[src/rtl/load_store_unit.sv]
// load_store_unit: drives a single-port word memory for one load/store at a time.
// Supports B/H/W loads with sign or zero extension, SW as a direct write, and
// SB/SH as a read-modify-write on the containing word.
// Ports:
//   clk, reset         clock, synchronous active-high reset
//   in_*               operation presented by the pipeline (accepted only in IDLE)
//   out_busy/out_done  stall indication and one-cycle completion pulse
//   out_rdata/error    load result and error flag, valid with out_done
//   mem_*              word-aligned request/grant/response memory port
module load_store_unit #(
  parameter int unsigned TIMEOUT_CYCLES = 255
) (
  input  logic        clk,
  input  logic        reset,
  input  logic        in_valid,
  input  logic        in_read,
  input  logic        in_write,
  input  logic [2:0]  in_funct3,
  input  logic [31:0] in_addr,
  input  logic [31:0] in_wdata,
  output logic        out_busy,
  output logic        out_done,
  output logic [31:0] out_rdata,
  output logic        out_error,
  output logic        mem_req,
  output logic        mem_we,
  output logic [31:0] mem_addr,
  output logic [31:0] mem_wdata,
  input  logic        mem_gnt,
  input  logic        mem_rvalid,
  input  logic [31:0] mem_rdata
);

  // Counter only needs to hold 0 .. TIMEOUT_CYCLES-1.
  localparam int unsigned TW = (TIMEOUT_CYCLES < 2) ? 1 : $clog2(TIMEOUT_CYCLES);
  localparam logic [TW-1:0] TMO_LAST = TW'(TIMEOUT_CYCLES - 1);

  typedef enum logic [2:0] {IDLE, RD_REQ, RD_WAIT, WR_REQ, DONE} state_e;

  state_e        state_q, state_d;
  logic [31:0]   addr_q, addr_d;
  logic [2:0]    funct3_q, funct3_d;
  // Holds store data; for SB/SH it is overwritten with the merged word.
  logic [31:0]   wdata_q, wdata_d;
  logic          store_q, store_d;
  logic [31:0]   rdata_q, rdata_d;
  logic          error_q, error_d;
  logic [TW-1:0] tmo_q, tmo_d;

  logic        accept_err;
  logic        bad_code;
  logic        misaligned;
  logic        tmo_hit;
  logic [31:0] rd_shift;
  logic [31:0] load_val;
  logic [31:0] merged;

  always_comb begin
    case (in_funct3)
      3'b000, 3'b001, 3'b010: bad_code = 1'b0;
      3'b100, 3'b101:         bad_code = in_write;  // no unsigned stores
      default:                bad_code = 1'b1;
    endcase
    misaligned = ((in_funct3[1:0] == 2'b01) && in_addr[0]) ||
                 ((in_funct3 == 3'b010) && (in_addr[1:0] != 2'b00));
    accept_err = bad_code || misaligned || (in_read == in_write);
  end

  always_comb begin
    rd_shift = mem_rdata >> {addr_q[1:0], 3'b000};
    case (funct3_q)
      3'b000:  load_val = {{24{rd_shift[7]}}, rd_shift[7:0]};
      3'b001:  load_val = {{16{rd_shift[15]}}, rd_shift[15:0]};
      3'b100:  load_val = {24'h000000, rd_shift[7:0]};
      3'b101:  load_val = {16'h0000, rd_shift[15:0]};
      default: load_val = mem_rdata;
    endcase
    merged = mem_rdata;
    if (funct3_q[0]) merged[{addr_q[1], 4'b0000} +: 16] = wdata_q[15:0];
    else             merged[{addr_q[1:0], 3'b000} +: 8] = wdata_q[7:0];
  end

  assign tmo_hit = (tmo_q == TMO_LAST);

  always_comb begin
    state_d  = state_q;
    addr_d   = addr_q;
    funct3_d = funct3_q;
    wdata_d  = wdata_q;
    store_d  = store_q;
    rdata_d  = rdata_q;
    error_d  = error_q;

    case (state_q)
      IDLE: begin
        if (in_valid) begin
          addr_d   = in_addr;
          funct3_d = in_funct3;
          wdata_d  = in_wdata;
          store_d  = in_write;
          rdata_d  = '0;
          error_d  = accept_err;
          if (accept_err)                            state_d = DONE;
          else if (in_write && in_funct3 == 3'b010) state_d = WR_REQ;
          else                                       state_d = RD_REQ;
        end
      end
      RD_REQ: begin
        if (mem_gnt) state_d = RD_WAIT;
        else if (tmo_hit) begin
          state_d = DONE;
          error_d = 1'b1;
        end
      end
      RD_WAIT: begin
        if (mem_rvalid) begin
          if (store_q) begin
            wdata_d = merged;
            state_d = WR_REQ;
          end else begin
            rdata_d = load_val;
            state_d = DONE;
          end
        end else if (tmo_hit) begin
          state_d = DONE;
          error_d = 1'b1;
        end
      end
      WR_REQ: begin
        if (mem_gnt) state_d = DONE;
        else if (tmo_hit) begin
          state_d = DONE;
          error_d = 1'b1;
        end
      end
      DONE:    state_d = IDLE;
      default: state_d = IDLE;
    endcase

    if (state_d != state_q) tmo_d = '0;
    else if (state_q == RD_REQ || state_q == RD_WAIT || state_q == WR_REQ)
      tmo_d = tmo_q + 1'b1;
    else tmo_d = tmo_q;
  end

  always_ff @(posedge clk) begin
    if (reset) begin
      state_q  <= IDLE;
      addr_q   <= '0;
      funct3_q <= '0;
      wdata_q  <= '0;
      store_q  <= 1'b0;
      rdata_q  <= '0;
      error_q  <= 1'b0;
      tmo_q    <= '0;
    end else begin
      state_q  <= state_d;
      addr_q   <= addr_d;
      funct3_q <= funct3_d;
      wdata_q  <= wdata_d;
      store_q  <= store_d;
      rdata_q  <= rdata_d;
      error_q  <= error_d;
      tmo_q    <= tmo_d;
    end
  end

  assign out_busy  = (state_q != IDLE);
  assign out_done  = (state_q == DONE);
  assign out_rdata = rdata_q;
  assign out_error = error_q;
  assign mem_req   = (state_q == RD_REQ) || (state_q == WR_REQ);
  assign mem_we    = (state_q == WR_REQ);
  assign mem_addr  = {addr_q[31:2], 2'b00};
  assign mem_wdata = wdata_q;

endmodule

[config.mk]
export PLATFORM = sky130hd
export DESIGN_NAME = load_store_unit
export DESIGN_NICKNAME = d
export VERILOG_FILES = /design/src/rtl/load_store_unit.sv
export SDC_FILE = /design/constraint.sdc
export NUM_CORES = 1
export LEC_CHECK = 0
export ABC_AREA = 1
export CAP_MARGIN = 20
export CORE_MARGIN = 1
export CORE_UTILIZATION = 45
export DETAILED_ROUTE_END_ITERATION = 6
export PLACE_DENSITY_LB_ADDON = 0.3
export SLEW_MARGIN = 20
export SYNTH_ARGS = -nofsm -noshare
export SYNTH_HDL_FRONTEND = slang
export SYNTH_SLANG_ARGS = --single-unit
[constraint.sdc]
create_clock -name clk -period 5.6 [get_ports clk]
set_clock_uncertainty 0.1 [all_clocks]
set_input_delay 1.4 -clock clk [delete_from_list [all_inputs] [get_ports clk]]
set_output_delay 1.4 -clock clk [all_outputs]
set_load 0.05 [all_outputs]
==> out/summary.txt, run 1 <==
post_cts resized: 0
reg2reg path depth: 10
status: complete, no violations
initial antenna violation count: 0
Seq. cell area: 0.00224 mm²
Synth area leader: dfxtp_1
Critical Path RT: 4.10 ns
DR pass1 iterations: 5
Post-synth ARST share: 0%
Ant. Diodes: 0
Seq cells post-synth: 112
Longest Clk Path Bufs: 2
VDD IR max: 0.162 mV
setup ws final: 2.22 ns
most common flop cell mapped by yosys: dfxtp_1
post-synthesis instance total: 953
f_max: 296 MHz
max-cap violation count: 0
Avg WL per Cell: 16.3 µm
CTS H-Tree Depth: 3
Initial Utilization: 46.1%
worst-margin pin slew: 0.934 ns
vias in the first global route: 6119
Core Region: 0.0139 mm²
Final nets: 1195
Post-synth EDFFs: 0
Fin. Hold Viols: 0
min-delay src: out_rdata[31]
RSZ-0062 raised after global routing: false
Worst R2R End: mem_wdata[1]
Rows: 43
via/cell ratio: 5.39
Placement Setup Slack: 1.78 ns
CP Capture Type: output port
Placer Congestion: 0.990
clock-pin slew on the worst setup and hold paths: 0.08 ns
Final Max Slew Viols: 0
first-pass GRT wire length: 32300 µm
multi-input logic area: 0.00338 mm²
hold_buf cts: 0
post-synth top area share: 35.0%
crit path DAT: 1.88 ns
share of cells above drive strength 1: 5.98%
pin count of the biggest net entering global routing: 43
CTS Buf Count: 9
Post-Place Cell Area: 0.00815 mm²
post-synthesis sequential area ratio: 35.0%
crit path kind: reg -> out
# port buffers: 204
top area cells in the synthesized netlist: dfxtp_1 35%, nand2_1 11%, a21oi_1 9.7%
Hold Crit Class: reg -> reg
Chip Height: 121 µm
Tmin final: 3.38 ns
remaining antenna violation count after routing: 0
synth warn: 0
Residual DRC: 0
Initial DRC Count: 630
I/O pin cnt: 207
post-route clock period utilization: 60.3%
Die ar.: 0.0147 mm²
die width: 121 µm
Detailed Place HPWL: 14900 µm
fin area: 0.00843 mm²
setup TNS: 0 ns
CTS tree: done
worst-skew pair later-pin latency: 0.36 ns
CP max FO: 6
gr ovfl total: 0
P_leak: 0.00330 µW
Root Driver: clkbuf_16
total global-route track usage: 28.5%
Slew headroom: 37.6%
CTS Sinks: 112
type of origin of the critical path: flop
reg2reg start: addr_q[0]
Fillers: 1339
post-synth cell types: 38
overall via count from detail_route: 6835
Synth-to-Final Area Change: 31.8%
hold depth: 2
number of setup buffers added after CTS: 0
final wirelength: 20600 µm
syn_area_per_cell: 6.71 µm²
r2r setup slk: 2.81 ns
Post-Syn Area: 0.00640 mm²
Min-Delay Endpoint: out_rdata[31]
power per cell area: 262 mW/mm²
endpoints failing setup: 0
## state kept, by name (all words and copies together), names as in the netlist
signal     count
mem_wdata     32
tmo_q          8
store_q        1
out_rdata     32
state_q        3
out_error      1
addr_q        32
funct3_q       3
## critical path: stages, from the launching register on
cell,delay (ns)
dfxtp_1,0.37
inv_2,0.13
nand2_1,0.11
inv_1,0.09
clkdlybuf4s50_1,0.80
## power breakdown
group | total [µW] | internal (µW) | switching, µW | leakage [µW]
clock network | 631 | 312 | 319 | 0.000137
registers | 898 | 849 | 48.9 | 0.000919
logic | 679 | 240 | 439 | 0.00224
total | 2210 | 1400 | 807 | 0.00330
## cells by family after synthesis
family          synth area share, %
compound gates                 23.1
xor+xnor                      0.958
fa+ha+maj                      1.37
buf+inv                        12.2
flops                          35.0
other cells                  0.0586
simple gates                   27.3
## layout by cell type (no fill, tap or decap)
| cell | n |
|---|---|
| a21o_1 | 1 |
| clkinv_8 | 1 |
| clkinv_4 | 2 |
| a21oi_1 | 124 |
| inv_6 | 3 |
| nand3_1 | 56 |
| nand2_4 | 2 |
| a211oi_1 | 1 |
| clkbuf_16 | 9 |
| conb_1 | 2 |
| o21ai_4 | 2 |
| inv_4 | 1 |
| o21ai_1 | 2 |
| nor2_1 | 115 |
| a31oi_1 | 1 |
| o211ai_1 | 7 |
| nand4_1 | 9 |
| xnor2_1 | 3 |
| nand2_1 | 183 |
| nand3_2 | 3 |
| nor2_4 | 4 |
| inv_1 | 48 |
| nor3_1 | 3 |
| nor3b_1 | 1 |
| o21ai_0 | 94 |
| a22oi_1 | 16 |
| clkinv_1 | 2 |
| buf_4 | 4 |
| nor2_2 | 3 |
| xor2_1 | 4 |
| clkbuf_1 | 2 |
| and2_1 | 1 |
| dfxtp_1 | 112 |
| or2_2 | 16 |
| nand2_2 | 7 |
| ha_1 | 7 |
| clkdlybuf4s50_1 | 204 |
| o22ai_1 | 24 |
| inv_2 | 8 |
## synthesized netlist by cell type (all sizes together), types with 2 or more instances
cell    instances
nand2         192
a21oi         124
nor2          122
dfxtp         112
o21ai          98
buf            63
nand3          59
inv            58
clkbuf         28
o22ai          24
a22oi          16
or2            16
nand4           9
ha              7
o211ai          7
xor2            4
nor3            3
xnor2           3
clkinv          2
## routing by layer
layer / wire length [µm] / vias up / part of all wire (%) / track usage (%)
met3: 1930 / 42 / 9.4 / 7.42
li1: - / 3392 / - / -
met5: 0 / - / 0 / 0
met4: 689 / 0 / 3.3 / 12.4
met1: 8800 / 3086 / 43 / 38.2
met2: 9190 / 315 / 45 / 42.8
## worst max path at each step
stage                     startpoint           to  slack, ns  depth (start not counted)
after CTS                   in_valid  funct3_q[0]       2.16                          6
after global routing      state_q[1]       mem_we       2.14                          3
after detailed placement    in_valid  funct3_q[0]       1.78                          6
after global placement      in_valid  funct3_q[1]       1.76                          6
after floorplan           state_q[2]     out_done       2.94                          2
final                     state_q[2]      mem_req       2.22                          4
## layout make-up
cell class / instances / share of cell area [%]
Multi-Input combinational cell: 691 / 40.1
Sequential cell: 112 / 26.6
Timing Repair Buffer: 208 / 24.6
Clock buffer: 11 / 2.76
Inverter: 60 / 2.76
Tap cell: 180 / 2.67
Clock inverter: 5 / 0.608
## metrics by stage
stage | util (%) | power (µW) | hold slack [ns] | std cells
6_report | 60.8 | 2210 | 0.367 | 1267
5_1_grt | 60.8 | 2320 | 0.386 | 1267
4_1_cts | 60.8 | 2210 | 0.368 | 1267
3_5_place_dp | 58.7 | 1590 | 0.357 | 1251
3_3_place_gp | 58.7 | 1580 | 0.353 | 1251
2_1_floorplan | - | 1380 | 0.379 | 954
Power figures use the tool's default switching activity.
==> run 2, diff against run 1 <==
--- a/config.mk
+++ b/config.mk
@@ -8,7 +8,7 @@
 export ABC_AREA = 1
 export CAP_MARGIN = 20
 export CORE_MARGIN = 1
-export CORE_UTILIZATION = 45
+export CORE_UTILIZATION = 42
 export DETAILED_ROUTE_END_ITERATION = 6
 export PLACE_DENSITY_LB_ADDON = 0.3
 export SLEW_MARGIN = 20
==> constraint.sdc (replaced) <==
create_clock -name clk -period 3 [get_ports clk]
set_clock_uncertainty 0.1 [all_clocks]
set_input_delay 0.75 -clock clk [delete_from_list [all_inputs] [get_ports clk]]
set_output_delay 0.75 -clock clk [all_outputs]
set_load 0.05 [all_outputs]
==> run 2 against run 1 <==
  * Sequential share of layout area is 0.25 points lower
  * The run now ends with DRC left
  * Sequential power is 85% higher
  * First-iteration DRC count fell by 17%
  * Critical path depth unchanged
  * Count of clock-buffer cells in the layout stayed put
  * Non-clock buffer count is 9 higher
  * Hold slack about the same
  * Final cell count increased by 1.0%
  * Wire length is 2.1% higher
  * Clock power grew 90%
  * Register-to-register slack got worse by 2.0 ns
  * Die area up 7.0%
==> out/summary.txt, run 2 (synthesized netlist as in run 1, its figures left out) <==
status: complete, but fails checks
failing checks: DRC
initial antenna violation count: 0 (unchanged)
crit path kind: reg -> out
remaining antenna violation count after routing: 0 (unchanged)
Core Region: 0.0147 mm² (+5.9%)
final wirelength: 21100 µm (+2.1%)
Fillers: 1453 (+8.5%)
Longest Clk Path Bufs: 2 (unchanged)
Residual DRC: 16 (+16)
RSZ-0062 raised after global routing: false
CTS Sinks: 112 (unchanged)
Tmin final: 2.77 ns
Bufs and invs on worst path: 3 (unchanged)
Psw: 1520 µW (+88%)
f_max: 361 MHz
crit path DAT: 1.92 ns (+0.04 ns)
Critical Path RT: 2.15 ns (-1.95 ns)
DR WL met3: 2160 µm (+12%)
post-route clock period utilization: 92.5%
Synth-to-Final Area Change: 33.1%
Initial Utilization: 43.5% (-2.6 points)
Seq. cell area: 0.00224 mm² (unchanged)
Clk pwr share: 28.8% (+0.2 points)
multi-input logic area: 0.00338 mm² (unchanged)
share of cells above drive strength 1: 6.75% (+0.77 points)
total power draw: 4170 µW (+89%)
overall via count from detail_route: 6935 (+1.5%)
# port buffers: 204 (unchanged)
Root Driver: clkbuf_16
number of setup buffers added after CTS: 0 (unchanged)
gr ovfl total: 0 (unchanged)
VDD IR max: 0.270 mV (+66%)
power per cell area: 489 mW/mm² (+87%)
Ant. Diodes: 0 (unchanged)
max-cap violation count: 0 (unchanged)
post_cts resized: 0 (unchanged)
crit-path cells: inv_2, nand2_1, inv_1, clkdlybuf4s50_1
switch share: 36.5% (-0.11 points)
Detailed Place HPWL: 15600 µm (+4.4%)
commonest non-fill, non-tap cell in the layout: clkdlybuf4s50_1
met2 WL: 9290 µm (+1.0%)
cell-internal power: 2650 µW (+89%)
CP Capture Type: output port
CTS Buf Count: 9 (unchanged)
Placer Congestion: 0.995 (+0.46%)
most frequent cells in the layout: 204 x clkdlybuf4s50_1, 183 x nand2_1, 124 x a21oi_1
placed instance count: 1264 (+1.0%)
pin count of the biggest net entering global routing: 42 (-2.3%)
critical path's top delay family: buffers and inverters
Final nets: 1204 (+0.75%)
type of origin of the critical path: flop
worst-skew pair later-pin latency: 0.36 ns (about the same)
P_leak: 0.00334 µW (+1.4%)
Fin. Hold Viols: 0 (unchanged)
Slew headroom: 51.4% (+14 points)
Initial DRC Count: 521 (-17%)
CTS tree: done
r2r setup slk: 0.78 ns (-2.03 ns)
Avg WL per Cell: 16.5 µm (+1.1%)
Rows: 44 (+2.3%)
vias in the first global route: 6399 (+4.6%)
part of the power in registers: 39.9% (-0.8 points)
DR pass1 iterations: 7 (+2)
worst-margin pin slew: 0.728 ns (-0.206 ns)
die width: 125 µm (+3.5%)
I/O pin cnt: 207 (unchanged)
DR top layer: met4
Die ar.: 0.0157 mm² (+7.0%)
clock-pin slew on the worst setup and hold paths: 0.07 ns (about the same)
Post-Route M1 WL: 8880 µm (+0.91%)
slowest CP cell: clkdlybuf4s50_1
CP max FO: 6 (unchanged)
Hold Crit Class: reg -> reg
final cell count without fillers: 1280 (+1.0%)
endpoints failing setup: 0 (unchanged)
hold_buf cts: 0 (unchanged)
CTS H-Tree Depth: 3 (unchanged)
Comb power frac: 31.3% (+0.6 points)
Chip Height: 125 µm (+3.5%)
via/cell ratio: 5.42 (+0.43%)
total global-route track usage: 26.6% (-1.8 points)
setup TNS: 0 ns (unchanged)
first-pass GRT wire length: 33200 µm (+2.8%)
crit-path max cell delay: 0.81 ns (about the same)
Final Max Slew Viols: 0 (unchanged)
## run 2: stage by stage
step                instance area [µm²]  hold slack (ns)  util, %  setup WS, ns
finish                             8510            0.367     57.9         0.226
global route                       8510            0.386     57.9         0.100
CTS                                8510            0.368     57.9         0.219
detailed placement                 8220            0.356     55.9         0.354
global placement                   8220            0.355     55.9         0.402
floorplan                          6400            0.379        -         0.722
## run 2: path summary, 6_finish.rpt
path                                       to  cells after the start     startpoint
worst max-delay path                  mem_req                      4     state_q[2]
worst min-delay path            out_rdata[13]                      2  out_rdata[13]
worst max register to register  mem_wdata[26]                      8      addr_q[0]
worst min register to register  out_rdata[13]                      2  out_rdata[13]
## run 2: area by class of cell
class	instances	area share, %
flip-flops and latches	112	26.3
multi-input cells	691	39.7
well taps	184	2.70
inverters	60	2.73
repair buffers	217	25.1
clock buffers	11	2.85
clock inverters	5	0.558
## run 2: power groups by stage
stage	registers, µW	logic (µW)	clock network [µW]
final	1660	1300	1200
after global routing	1670	1400	1290
after CTS	1660	1290	1230
after detailed placement	1690	1290	0
after global placement	1690	1280	0
after floorplan	1850	719	0
## run 2: tightest hold or removal path, stage by stage, from the launching register on
cell and delay, ns:
dfxtp_1 0.31, nand2_1 0.06, a21oi_1 0.05
## run 2: routing by layer
metal  up-vias  GRT usage [%]
li1       3418              -
met1      3104           34.5
met2       362           41.1
met3        51           7.83
met4         0           11.5
met5         -              0
==> run 3, diff against run 2 <==
--- a/config.mk
+++ b/config.mk
@@ -5,12 +5,12 @@
 export SDC_FILE = /design/constraint.sdc
 export NUM_CORES = 1
 export LEC_CHECK = 0
-export ABC_AREA = 1
 export CAP_MARGIN = 20
 export CORE_MARGIN = 1
-export CORE_UTILIZATION = 42
+export CORE_UTILIZATION = 41
 export DETAILED_ROUTE_END_ITERATION = 6
 export PLACE_DENSITY_LB_ADDON = 0.3
+export SETUP_SLACK_MARGIN = 0.4
 export SLEW_MARGIN = 20
 export SYNTH_ARGS = -nofsm -noshare
 export SYNTH_HDL_FRONTEND = slang
==> run 3 against run 2 <==
  * Largest power group unchanged
  * Highest routed layer unchanged
  * Core utilization increased by 0.43 points
  * Hold slack got worse by 0.0094 ns
  * Sequential cell count unchanged
  * Synthesized cell count decreased by 27%
  * Critical path depth decreased by 3
  * Critical endpoint is now mem_wdata[2]
  * Clock power about the same
  * Via count decreased by 14%
  * Largest cell class unchanged
  * The flow now finishes without violations
  * Area after synthesis decreased by 7.5%
  * Worst setup slack improved by 0.19 ns
==> out/summary.txt, run 3 <==
Stages on worst setup path: 1 (-3)
Longest Clk Path Bufs: 2 (unchanged)
Hold Crit Class: reg -> reg
commonest non-fill, non-tap cell in the layout: clkdlybuf4s50_1
endpoints failing setup: 0 (unchanged)
slowest CP cell: clkdlybuf4s50_1
Seq cells post-synth: 112 (unchanged)
total global-route track usage: 25.9% (-0.75 points)
pin count of the biggest net entering global routing: 52 (+24%)
CTS Buf Count: 9 (unchanged)
Residual DRC: 0 (-16)
crit-path max cell delay: 0.88 ns (+0.07 ns)
VDD IR max: 0.279 mV (+3.4%)
CP Capture Type: output port
Chip Height: 122 µm (-2.6%)
Rows: 43 (-2.3%)
reg2reg path depth: 5 (-3)
overall via count from detail_route: 5950 (-14%)
Final Max Slew Viols: 0 (unchanged)
most common flop cell mapped by yosys: dfxtp_1
CTS tree: done
Final nets: 954 (-21%)
Fillers: 1229 (-15%)
Die ar.: 0.0149 mm² (-5.2%)
Post-synth ARST share: 0% (unchanged)
Post-Syn Area: 0.00591 mm² (-7.5%)
Seq. cell area: 0.00224 mm² (about the same)
Post-Place Cell Area: 0.00786 mm² (-4.4%)
total power draw: 3870 µW (-7.1%)
Root Driver: clkbuf_16
met2 usage: 41.2% (+0.062 points)
Core Region: 0.0140 mm² (-4.8%)
Slew headroom: 47.5% (-3.9 points)
Initial DRC Count: 712 (+37%)
most frequent cells in the layout: 197 x clkdlybuf4s50_1, 111 x dfxtp_1, 87 x a21oi_1
multi-input logic area: 0.00316 mm² (-6.4%)
top-count cell post-synth: dfxtp_1
Bufs and invs on worst path: 1 (-2)
post-synthesis instance total: 694 (-27%)
Avg WL per Cell: 19.1 µm (+16%)
top area cells in the synthesized netlist: dfxtp_1 38%, a21oi_1 7.4%, nand2_1 5.5%
clock-pin slew on the worst setup and hold paths: 0.07 ns (about the same)
vias in the first global route: 5656 (-12%)
worst-margin pin slew: 0.784 ns (+0.0551 ns)
post-synth top area share: 37.9% (+2.9 points)
hold depth: 2 (unchanged)
gr ovfl total: 0 (unchanged)
Commonest cells post-synth: 112 x dfxtp_1, 87 x a21oi_1, 86 x nand2_1
critical path's top delay family: buffers and inverters
CTS H-Tree Depth: 3 (unchanged)
syn_area_per_cell: 8.52 µm² (+27%)
global routing's busiest layer: met2
post-synthesis sequential area ratio: 37.9% (+2.9 points)
crit path DAT: 1.74 ns (-0.18 ns)
post-synth cell types: 63 (+66%)
crit-path cells: clkdlybuf4s50_1
max-cap violation count: 0 (unchanged)
share of cells above drive strength 1: 6.38% (-0.37 points)
Global Route met1 Usage: 34.0% (-0.49 points)
CTS Sinks: 112 (unchanged)
Synth-to-Final Area Change: 38.0%
type of origin of the critical path: flop
number of setup buffers added after CTS: 0 (unchanged)
die width: 122 µm (-2.6%)
worst-skew pair later-pin latency: 0.36 ns (about the same)
Fin. Hold Viols: 0 (unchanged)
status: complete, no violations
I/O pin cnt: 207 (unchanged)
Tmin final: 2.59 ns (-0.185 ns)
# port buffers: 204 (unchanged)
via/cell ratio: 5.80 (+7.0%)
post-layout util: 58.3% (+0.43 points)
Critical Path RT: 2.15 ns (about the same)
initial antenna violation count: 0 (unchanged)
remaining antenna violation count after routing: 0 (unchanged)
RSZ-0062 raised after global routing: false
post-route clock period utilization: 86.3% (-6.2 points)
met3 Usage GRT: 5.38% (-2.4 points)
setup ws final: 0.412 ns (+0.185 ns)
synth warn: 0 (unchanged)
Detailed Place HPWL: 14500 µm (-6.9%)
Synth area leader: dfxtp_1
Ant. Diodes: 0 (unchanged)
f_max: 386 MHz (+7.2%)
fin area: 0.00816 mm² (-4.1%)
DR pass1 iterations: 5 (-2)
crit path kind: reg -> out
power per cell area: 474 mW/mm² (-3.1%)
final wirelength: 19600 µm (-6.7%)
CP max FO: 5 (-1)
r2r setup slk: 0.67 ns (-0.11 ns)
Placement Setup Slack: 0.266 ns (-0.0874 ns)
Initial Utilization: 42.3% (-1.2 points)
first-pass GRT wire length: 29800 µm (-10%)
P_leak: 0.00296 µW (-11%)
Placer Congestion: 0.892 (-10%)
Post-synth EDFFs: 0 (unchanged)
run 3: cell count changes in the layout (fill, tap and decap cells not counted), moves of 37 or more:
cell | before | now
a21oi_1 | 124 | 87
inv_1 | 49 | 8
o21ai_0 | 94 | 9
nand3_1 | 56 | 4
nor2_1 | 115 | 26
nand2_1 | 183 | 86
run 3: final timing paths:
kind,start,end
setup reg to reg,state_q[0],mem_wdata[5]
hold / removal,addr_q[12],addr_q[12]
hold reg to reg,addr_q[12],addr_q[12]
setup / recovery,mem_wdata[2],mem_wdata[2]
run 3: metal layers:
| layer | part of all wire [%] | wire, µm |
|---|---|---|
| met2 | 46 | 9090 |
| met5 | 0 | 0 |
| met4 | 2.9 | 561 |
| met1 | 42 | 8230 |
| met3 | 9.0 | 1760 |
run 3: final cells by class:
cell class | instances | share of cell area, %
clock buffers | 11 | 2.85
multi-input cells | 484 | 38.7
clock inverters | 5 | 0.705
well taps | 180 | 2.76
flip-flops and latches | 112 | 27.5
inverters | 8 | 0.368
repair buffers | 226 | 27.1
run 3: cell families after synthesis:
family	count (synthesis)	synth area share, %
muxes	18	3.28
adders and majority gates	7	1.48
other	1	0.0634
DFF	112	37.9
AOI/OAI and AO/OA	262	31.4
and+or+nand+nor	188	15.8
buffers and inverters	99	8.99
xor gates and xnor gates	7	1.04
run 3: repair_timing:
action                                 in CTS  in global routing
gates cloned                                0                  0
endpoints found under the hold margin       0                  0
resized for setup                           2                  5
setup endpoints to repair                   2                 12
hold buffers                                0                  0
run 3: where the power goes:
| part | total, µW | internal, µW | switching (µW) |
|---|---|---|---|
| logic | 1040 | 413 | 624 |
| clock network | 1200 | 648 | 555 |
| registers | 1630 | 1560 | 67.7 |
run 3: through the flow:
step / setup TNS (ns) / hold slack (ns) / std cells
after detailed placement: 0 / 0.349 / 1010
after global placement: -0.515 / 0.342 / 1010
final: 0 / 0.358 / 1026
after CTS: 0 / 0.361 / 1026
after global routing: 0 / 0.379 / 1026
after floorplan: 0 / 0.337 / 695
